==> config.mk <==
export PLATFORM = sky130hd
export DESIGN_NAME = reg_file_mp
export DESIGN_NICKNAME = d
export VERILOG_FILES = /design/src/rtl/reg_file_mp_pkg.sv /design/src/rtl/reg_file_ld_track.sv /design/src/rtl/reg_file_mp.sv
export SDC_FILE = /design/constraint.sdc
export NUM_CORES = 1
export LEC_CHECK = 0
export CAP_MARGIN = 30
export CORE_ASPECT_RATIO = 1.1
export CORE_MARGIN = 2
export CORE_UTILIZATION = 54
export CTS_CLUSTER_SIZE = 10
export DETAILED_ROUTE_END_ITERATION = 7
export PLACE_DENSITY = 0.78
export SLEW_MARGIN = 25
export SYNTH_ARGS = -nofsm -noshare
export SYNTH_HDL_FRONTEND = slang
export SYNTH_SLANG_ARGS = --single-unit
==> constraint.sdc <==
create_clock -name clk -period 5.8 [get_ports clk]
set_input_delay 1.16 -clock clk [delete_from_list [all_inputs] [get_ports clk]]
set_output_delay 1.16 -clock clk [all_outputs]
set_load 0.1 [all_outputs]
==> src/rtl/reg_file_mp_pkg.sv <==
// Shared definitions for the multi-port register file: load tracker states and
// the default parameter constants used by reg_file_mp and its tracker.
package reg_file_mp_pkg;

    typedef enum logic {
        IDLE = 1'b0,
        PEND = 1'b1
    } ld_state_e;

    localparam int DEF_DW    = 8;
    localparam int DEF_NREG  = 16;
    localparam int DEF_PTR_W = 12;

endpackage

==> src/rtl/reg_file_ld_track.sv <==
// Single-outstanding load tracker: remembers which register the in-flight load
// will write and arbitrates issue/return handshakes.
module reg_file_ld_track
    import reg_file_mp_pkg::*;
#(
    parameter int AW = 4
) (
    input  logic          clk,
    input  logic          reset,
    input  logic          ld_valid,
    input  logic [AW-1:0] ld_dest,
    input  logic          wb_valid,
    output logic [AW-1:0] pdest,
    output logic          pend,
    output logic          ld_ready,
    output logic          wb_ready
);

    ld_state_e     state_q;
    logic [AW-1:0] pdest_q;

    // A new load can only be accepted while pending if the current one returns
    // in the same cycle, so the tracker never holds more than one destination.
    always_ff @(posedge clk or posedge reset) begin
        if (reset) begin
            state_q <= IDLE;
            pdest_q <= '0;
        end else begin
            case (state_q)
                IDLE: begin
                    if (ld_valid) begin
                        pdest_q <= ld_dest;
                        state_q <= PEND;
                    end
                end
                PEND: begin
                    if (wb_valid) begin
                        if (ld_valid) begin
                            pdest_q <= ld_dest;
                        end else begin
                            state_q <= IDLE;
                        end
                    end
                end
                default: state_q <= IDLE;
            endcase
        end
    end

    assign pend     = (state_q == PEND);
    assign pdest    = pdest_q;
    assign ld_ready = !pend || wb_valid;
    assign wb_ready = pend;

endmodule

==> src/rtl/reg_file_mp.sv <==
// Multi-port register file with load writeback, literal and ALU write ports,
// an auto-incrementing pointer register pair and same-cycle read bypass.
module reg_file_mp
    import reg_file_mp_pkg::*;
#(
    parameter  int DW      = DEF_DW,
    parameter  int NREG    = DEF_NREG,
    parameter  int LIT_REG = NREG - 2,
    parameter  int PTR_LO  = NREG - 4,
    parameter  int PTR_W   = DEF_PTR_W,
    localparam int AW      = $clog2(NREG)
) (
    input  logic             clk,
    input  logic             reset,
    input  logic             we,
    input  logic [AW-1:0]    wa,
    input  logic [DW-1:0]    wd,
    input  logic             lit_we,
    input  logic [DW-1:0]    lit,
    input  logic             ld_valid,
    input  logic [AW-1:0]    ld_dest,
    output logic             ld_ready,
    input  logic             wb_valid,
    input  logic [DW-1:0]    wb_data,
    output logic             wb_ready,
    input  logic             ptr_inc,
    output logic [PTR_W-1:0] ptr_addr,
    input  logic [AW-1:0]    sa,
    input  logic [AW-1:0]    sb,
    output logic [DW-1:0]    a,
    output logic [DW-1:0]    b,
    output logic             stall
);

    localparam int            PW2        = 2 * DW;
    localparam logic [AW-1:0] LIT_IDX    = AW'(LIT_REG);
    localparam logic [AW-1:0] PTR_LO_IDX = AW'(PTR_LO);
    localparam logic [AW-1:0] PTR_HI_IDX = AW'(PTR_LO + 1);

    logic [DW-1:0]    rf_q [NREG];
    logic [DW-1:0]    rf_d [NREG];
    logic [AW-1:0]    pdest;
    logic             pend;
    logic             wbFire;
    logic [PTR_W-1:0] ptrCur;
    logic [PTR_W-1:0] ptrNext;
    logic [PW2-1:0]   ptrNextFull;

    reg_file_ld_track #(
        .AW(AW)
    ) u_ld_track (
        .clk      (clk),
        .reset    (reset),
        .ld_valid (ld_valid),
        .ld_dest  (ld_dest),
        .wb_valid (wb_valid),
        .pdest    (pdest),
        .pend     (pend),
        .ld_ready (ld_ready),
        .wb_ready (wb_ready)
    );

    assign wbFire = pend && wb_valid;

    // Widening the truncated pointer back to the pair clears the unused high bits.
    assign ptrCur      = PTR_W'({rf_q[PTR_HI_IDX], rf_q[PTR_LO_IDX]});
    assign ptrNext     = ptrCur + PTR_W'(1);
    assign ptrNextFull = PW2'(ptrNext);

    // Writes are applied lowest priority first so each later one overrides.
    always_comb begin
        for (int i = 0; i < NREG; i++) begin
            rf_d[i] = rf_q[i];
        end
        if (ptr_inc) begin
            rf_d[PTR_LO_IDX] = ptrNextFull[DW-1:0];
            rf_d[PTR_HI_IDX] = ptrNextFull[PW2-1:DW];
        end
        if (we) begin
            rf_d[wa] = wd;
        end
        if (lit_we) begin
            rf_d[LIT_IDX] = lit;
        end
        if (wbFire) begin
            rf_d[pdest] = wb_data;
        end
    end

    always_ff @(posedge clk or posedge reset) begin
        if (reset) begin
            for (int i = 0; i < NREG; i++) begin
                rf_q[i] <= '0;
            end
        end else begin
            for (int i = 0; i < NREG; i++) begin
                rf_q[i] <= rf_d[i];
            end
        end
    end

    // Reads see the post-arbitration value; forced to zero while held in reset.
    assign a        = reset ? '0 : rf_d[sa];
    assign b        = reset ? '0 : rf_d[sb];
    assign ptr_addr = ptrCur;
    assign stall    = pend && !wb_valid && ((sa == pdest) || (sb == pdest));

endmodule

After elaboration in Yosys (flattened, before gate mapping) --
Index checks and enable logic that the tools add are counted.
Word-level totals: output and inout bits 31, register bits after elaboration 133, input bits 47
Operators by class: add/subtract/negate cells 1, muxes and demuxes 24, bitwise logic cells 5, reduce and logical (&&, ||, !) cells 9, equality and inequality tests 3, magnitude comparators 6
Operator list (number):
- 128-bit bitwise mux | 2
- 128-bit 2-to-1 mux | 2
- 8-bit 2-to-1 mux | 9
- 8-bit binary-select mux with 4-bit select | 2
- 8-bit demux with 4-bit select | 2
- 5-bit >= comparator (second input constant) | 4
- 4-bit NOT with 5-bit output | 4
- 16-bit 2-to-1 mux | 1
- 12-bit by 1-bit adder with 12-bit output (second input constant) | 1
- 5-bit by 1-bit < comparator with 1-bit output (second input constant) | 2
- 4-bit == test | 2
- 4-bit 2-to-1 mux | 2
- 4-bit one-hot mux with 2 select lines | 1
- 1-bit logical AND | 5
- 1-bit logical NOT | 2
- 1-bit logical OR | 2
- 1-bit 2-to-1 mux | 2
- 2-bit inequality test (second input constant) | 1
- 1-bit one-hot mux with 2 select lines | 1
- 1-bit NOT | 1

Logic depth before layout (Yosys ltp) --
depth after elaboration 14, mapped depth 11, mapped depth without buffers 8

By module --
Synthesis repeated with hierarchy kept, for this count alone.
Unflattened totals: cell total of the unflattened synthesis 1164, area, all modules 9701.8 um2
By module, submodules not included:
- reg_file_mp | area an instance 9472.8 um2, cells an instance 1150, seq. area each 3203.1 um2, instances 1
- reg_file_ld_track | area an instance 229.0 um2, cells an instance 14, seq. area each 125.1 um2, instances 1

Least setup slack after synthesis --
OpenSTA, ideal clock, no wires.
kind input to output, start point input reset, end point output a[6], path slack -1396 ps, stages on the path 5, data arrival time 6036 ps, cells stage by stage inv_1 o221ai_1 a21oi_1 o21ai_0 nor2_1
On the way: word-level cells in the longest chain between the ends 1
RTL lines:
- start, declared | line reg_file_mp.sv:14 | input logic reset,
- 8-bit 2-to-1 mux | line reg_file_mp.sv:103 | assign a = reset ? '0 : rf_d[sa];
- end, declared | line reg_file_mp.sv:30 | output logic [DW-1:0] a,
No other way between the ends.

==> summary.md <==
| Metric | Value |
|---|---|
| Grt ovf | 0 |
| CTS Root Cell | clkbuf_16 |
| Failing checks | design-rule violations |
| Flop2flop setup slack | 3.05 ns |
| Area occupied by multi-input gates | ~5600 sq um |
| Slowest Stage Delay on Critical Path | 0.70 ns |
| Fmax | 175 MHz |
| Min cycle time layout | 5.70 ns |
| Inst Count DP | between 1500 and 2000 |
| Period Utilization, post-route | 0.983 |
| Die Wd | approximately 130 um |
| Placer Congestion | 1.15 |
| Pwr dens | roughly 410 nW/um^2 |
| Finish-stage setup viols | 0 |
| Final std cells w/o fill | between 1500 and 2000 |
| Top_reg_cell synth | dfrtp_1 |
| Net Sw Power | approximately 2.3 mW |
| Hold Crit Class | register to register |
| Commonest non-fill, non-tap cells in the layout | 133 x dfrtp_1, 114 x nand2_1, 114 x buf_4 |
| Post-Synth Simple-Gate Area | 0.254 |
| CP required | about 4.6 ns |
| Total GRT Usage | 0.514 |
| Combinational share of power | 0.475 |
| Drt drc | 16 |
| CTS tree | yes |
| Fin. max-slew vios | 0 |
| Seq pwr share | 0.298 |
| Adder-cell share of the synthesized area | 0.00129 |
| Critical Path AT | between 4 and 5 ns |
| RR Startpoint | u_ld_track.pdest[1]$_DFFE_PP0P_ |
| Std-Cell Rows | between 50 and 60 |
| Via density | 7.66 |
| Hold Startpoint | rf_q[21]$_DFF_PP0_ |
| Total CTS buffers | 17 |
| Flops & latches, synth | roughly 130 |
| Clock Power Share | 0.226 |
| RSZ-0062 raised after global routing | no |
| Synth Area in XOR/XNOR | 0.0126 |
| Multiplexer share of the synthesized area | 0.0514 |
| Post-synth ARST share | 1.00 |
| Hold_ws | between 0.5 and 0.6 ns |
| Worst path bufs/invs | 2 |
| Clock Sinks | approximately 130 |
| Worst r2r path cells | 4 |
| Post-CTS resize count | 0 |
| Drt total wl | 49700 um |
| P_int | between 2 and 3 mW |
| Vias in the first global route | ~11000 |
| Slew margin rel. | 0.344 |
| Post-Syn Nets | 1272 |
| Sequential share of the synthesized area | 0.343 |
| Wire length per cell | 32.1 um |
| Routed vias | 11900 |
| Worst skew pair latency | approximately 0.44 ns |
| Worst hold path depth | 2 |
| Crit end category | output port |
| Max-cap violations | 0 |
| Critical setup path kind | input port to output port |
| VDD IR-drop max | approximately 0.28 mV |
| Synthesized area | a little under 10000 sq um |
| P_leak | roughly 4.6 nW |
| Post-Route Skew | around 0.013 ns |
| Initial Util | 0.550 |
| First-pass GRT wire length | 71100 um |
| Postcts setup bufs | 0 |
| Switching Share | 0.465 |
| Core area | between 15000 and 20000 sq um |
| Crit-path max FO | 14 |
| Status | finished, violations left |
| Mapped Avg Cell Area | roughly 7.9 sq um |
| Initial antenna violation count | 0 |
| Largest family of logic cells by synthesized area | compound AO/OA/AOI/OAI gates |
| Post-synthesis compound-gate area fraction | 0.260 |
| 1st-pass router iterations | 8 |
| Most used cell, CP | a31oi_1 |
| Synth Instances | around 1200 |
| CTS H-Tree Depth | 4 |
| Worst Tran Pin Value | just under 1 ns |
| Startpoint types | input port |
| CP delay by family, top | compound AO/OA/AOI/OAI gates |
| Antenna-violating nets left | 0 |
| Critical-path top delay cell | o211ai_1 |
| Port bufs | 77 |
| Die H | between 100 and 150 um |
| Die area | 19100 sq um |
| Hold_buf cts | 0 |
| Min-Delay Endpoint | rf_q[21]$_DFF_PP0_ |
| EDFF count, synth | 0 |
| Final hold vios | 0 |
| Layout area overhead | 21.1% |
| DRT iter0 DRCs | roughly 2300 |
| I/O pins | a little under 80 |
| Clock-pin slew on the worst setup and hold paths | 0.07 ns |
| Pin count of the biggest net entering global routing | 43 |
| Crit Reg-Reg Endpoint | ptr_addr[9]$_DFF_PP0_ |
| Most common cell after layout, fill and taps aside | dfrtp_1 |
| Share of cells above drive strength 1 | 0.164 |
| Register area | around 3300 sq um |
| Setup TNS | 0 ns |
| Fillers | 1522 |
| Clock Path Buffers | 2 |
| Final nets | 1344 |
| Yosys Warn Count | 0 |
| Overall Power | 4.85 mW |
| DP HPWL | approximately 35000 um |
| CP cell instances | clkdlybuf4s50_1 -> nand4b_1 -> nor3_1 -> a31oi_1 -> mux4_2 -> o211ai_1 -> a31oi_1 -> buf_12 |
| Antenna cells | 0 |
| Synth unique cells | a little over 80 |
[cell families (layout without fill, tap and decap cells)]
kind of cell | Yosys count | count (layout)
flops | 133 | 133
mux | 40 | 40
fa+ha+maj | 1 | 1
simple gates | 488 | 488
compound gates | 389 | 389
xor+xnor | 14 | 14
buf+inv | 159 | 244
[layout make-up]
class                           count  area share
Multi-Input combinational cell    932       0.479
Sequential cell                   133       0.283
Timing Repair Buffer              194       0.157
Clock buffer                       17      0.0361
Tap cell                          238      0.0253
Clock inverter                     15      0.0130
Inverter                           18     0.00606
[sequential cells by signal (all words and copies together) (netlist names)]
register,cells
ptr_addr,12
rf_q,116
u_ld_track.pdest,4
u_ld_track.pend,1
[tightest hold or removal path, stage by stage (launching register included)]
cell and delay (ns):
dfrtp_1 0.36, nand2_1 0.05, a31oi_1 0.12
[worst max-delay path by stage]
| stage | from | end | slack (ns) | depth (start not counted) |
|---|---|---|---|---|
| after floorplan | wa[1] | b[6] | 0.01 | 10 |
| after global placement | wb_valid | b[5] | 0.50 | 10 |
| after detailed placement | wb_valid | b[5] | 0.44 | 10 |
| after CTS | wb_valid | b[5] | 0.39 | 10 |
| after global routing | wb_valid | a[4] | 0.003 | 8 |
| final | wb_valid | a[4] | 0.1 | 8 |
[power groups by stage]
stage / Combinational, mW / Clock, mW / Sequential [mW]
finish: 2.31 / 1.10 / 1.45
global route: 2.37 / 1.12 / 1.47
CTS: 2.19 / 1.09 / 1.43
detailed placement: 2.18 / 0 / 1.44
global placement: 2.16 / 0 / 1.43
floorplan: 1.50 / 0 / 1.39
[per-layer routing]
| layer | vias to the layer above | GRT usage | part of all wire |
|---|---|---|---|
| met2 | 1339 | 0.727 | 0.40 |
| met4 | 0 | 0.346 | 0.085 |
| li1 | 4701 | - | - |
| met5 | - | 0 | 0 |
| met3 | 336 | 0.197 | 0.18 |
| met1 | 5476 | 0.651 | 0.34 |
[Yosys cell counts (all sizes together) (5+ instances only)]
master	n	area, sq um
a211oi	5	37.5
a21oi	46	230
a221oi	13	114
a22o	7	61.3
a22oi	17	128
a31o	8	70.1
a31oi	80	507
a32oi	5	43.8
and2	8	50.1
and3	13	81.3
and3b	5	45.0
buf	71	428
clkbuf	70	263
dfrtp	133	3330
inv	17	63.8
mux2	9	101
mux2i	24	240
mux4	7	158
nand2	118	453
nand2b	16	100
nand3	74	370
nand3b	8	60.1
nand4	15	100
nand4b	7	61.3
nor2	94	358
nor2b	18	113
nor3	75	375
nor4	8	62.6
o211ai	13	97.6
o21ai	105	529
o22ai	31	194
o31ai	9	67.6
o32ai	8	70.1
or2	10	62.6
xnor2	13	114
[stage by stage]
step           area [sq um]   util  setup WS (ns)
2_1_floorplan          9730      -         0.0135
3_3_place_gp          11200  0.632          0.499
5_1_grt               11800  0.666        0.00325
4_1_cts               11800  0.665          0.387
3_5_place_dp          11200  0.632          0.439
6_report              11800  0.666         0.0971
(Power assumes the default switching activity.)
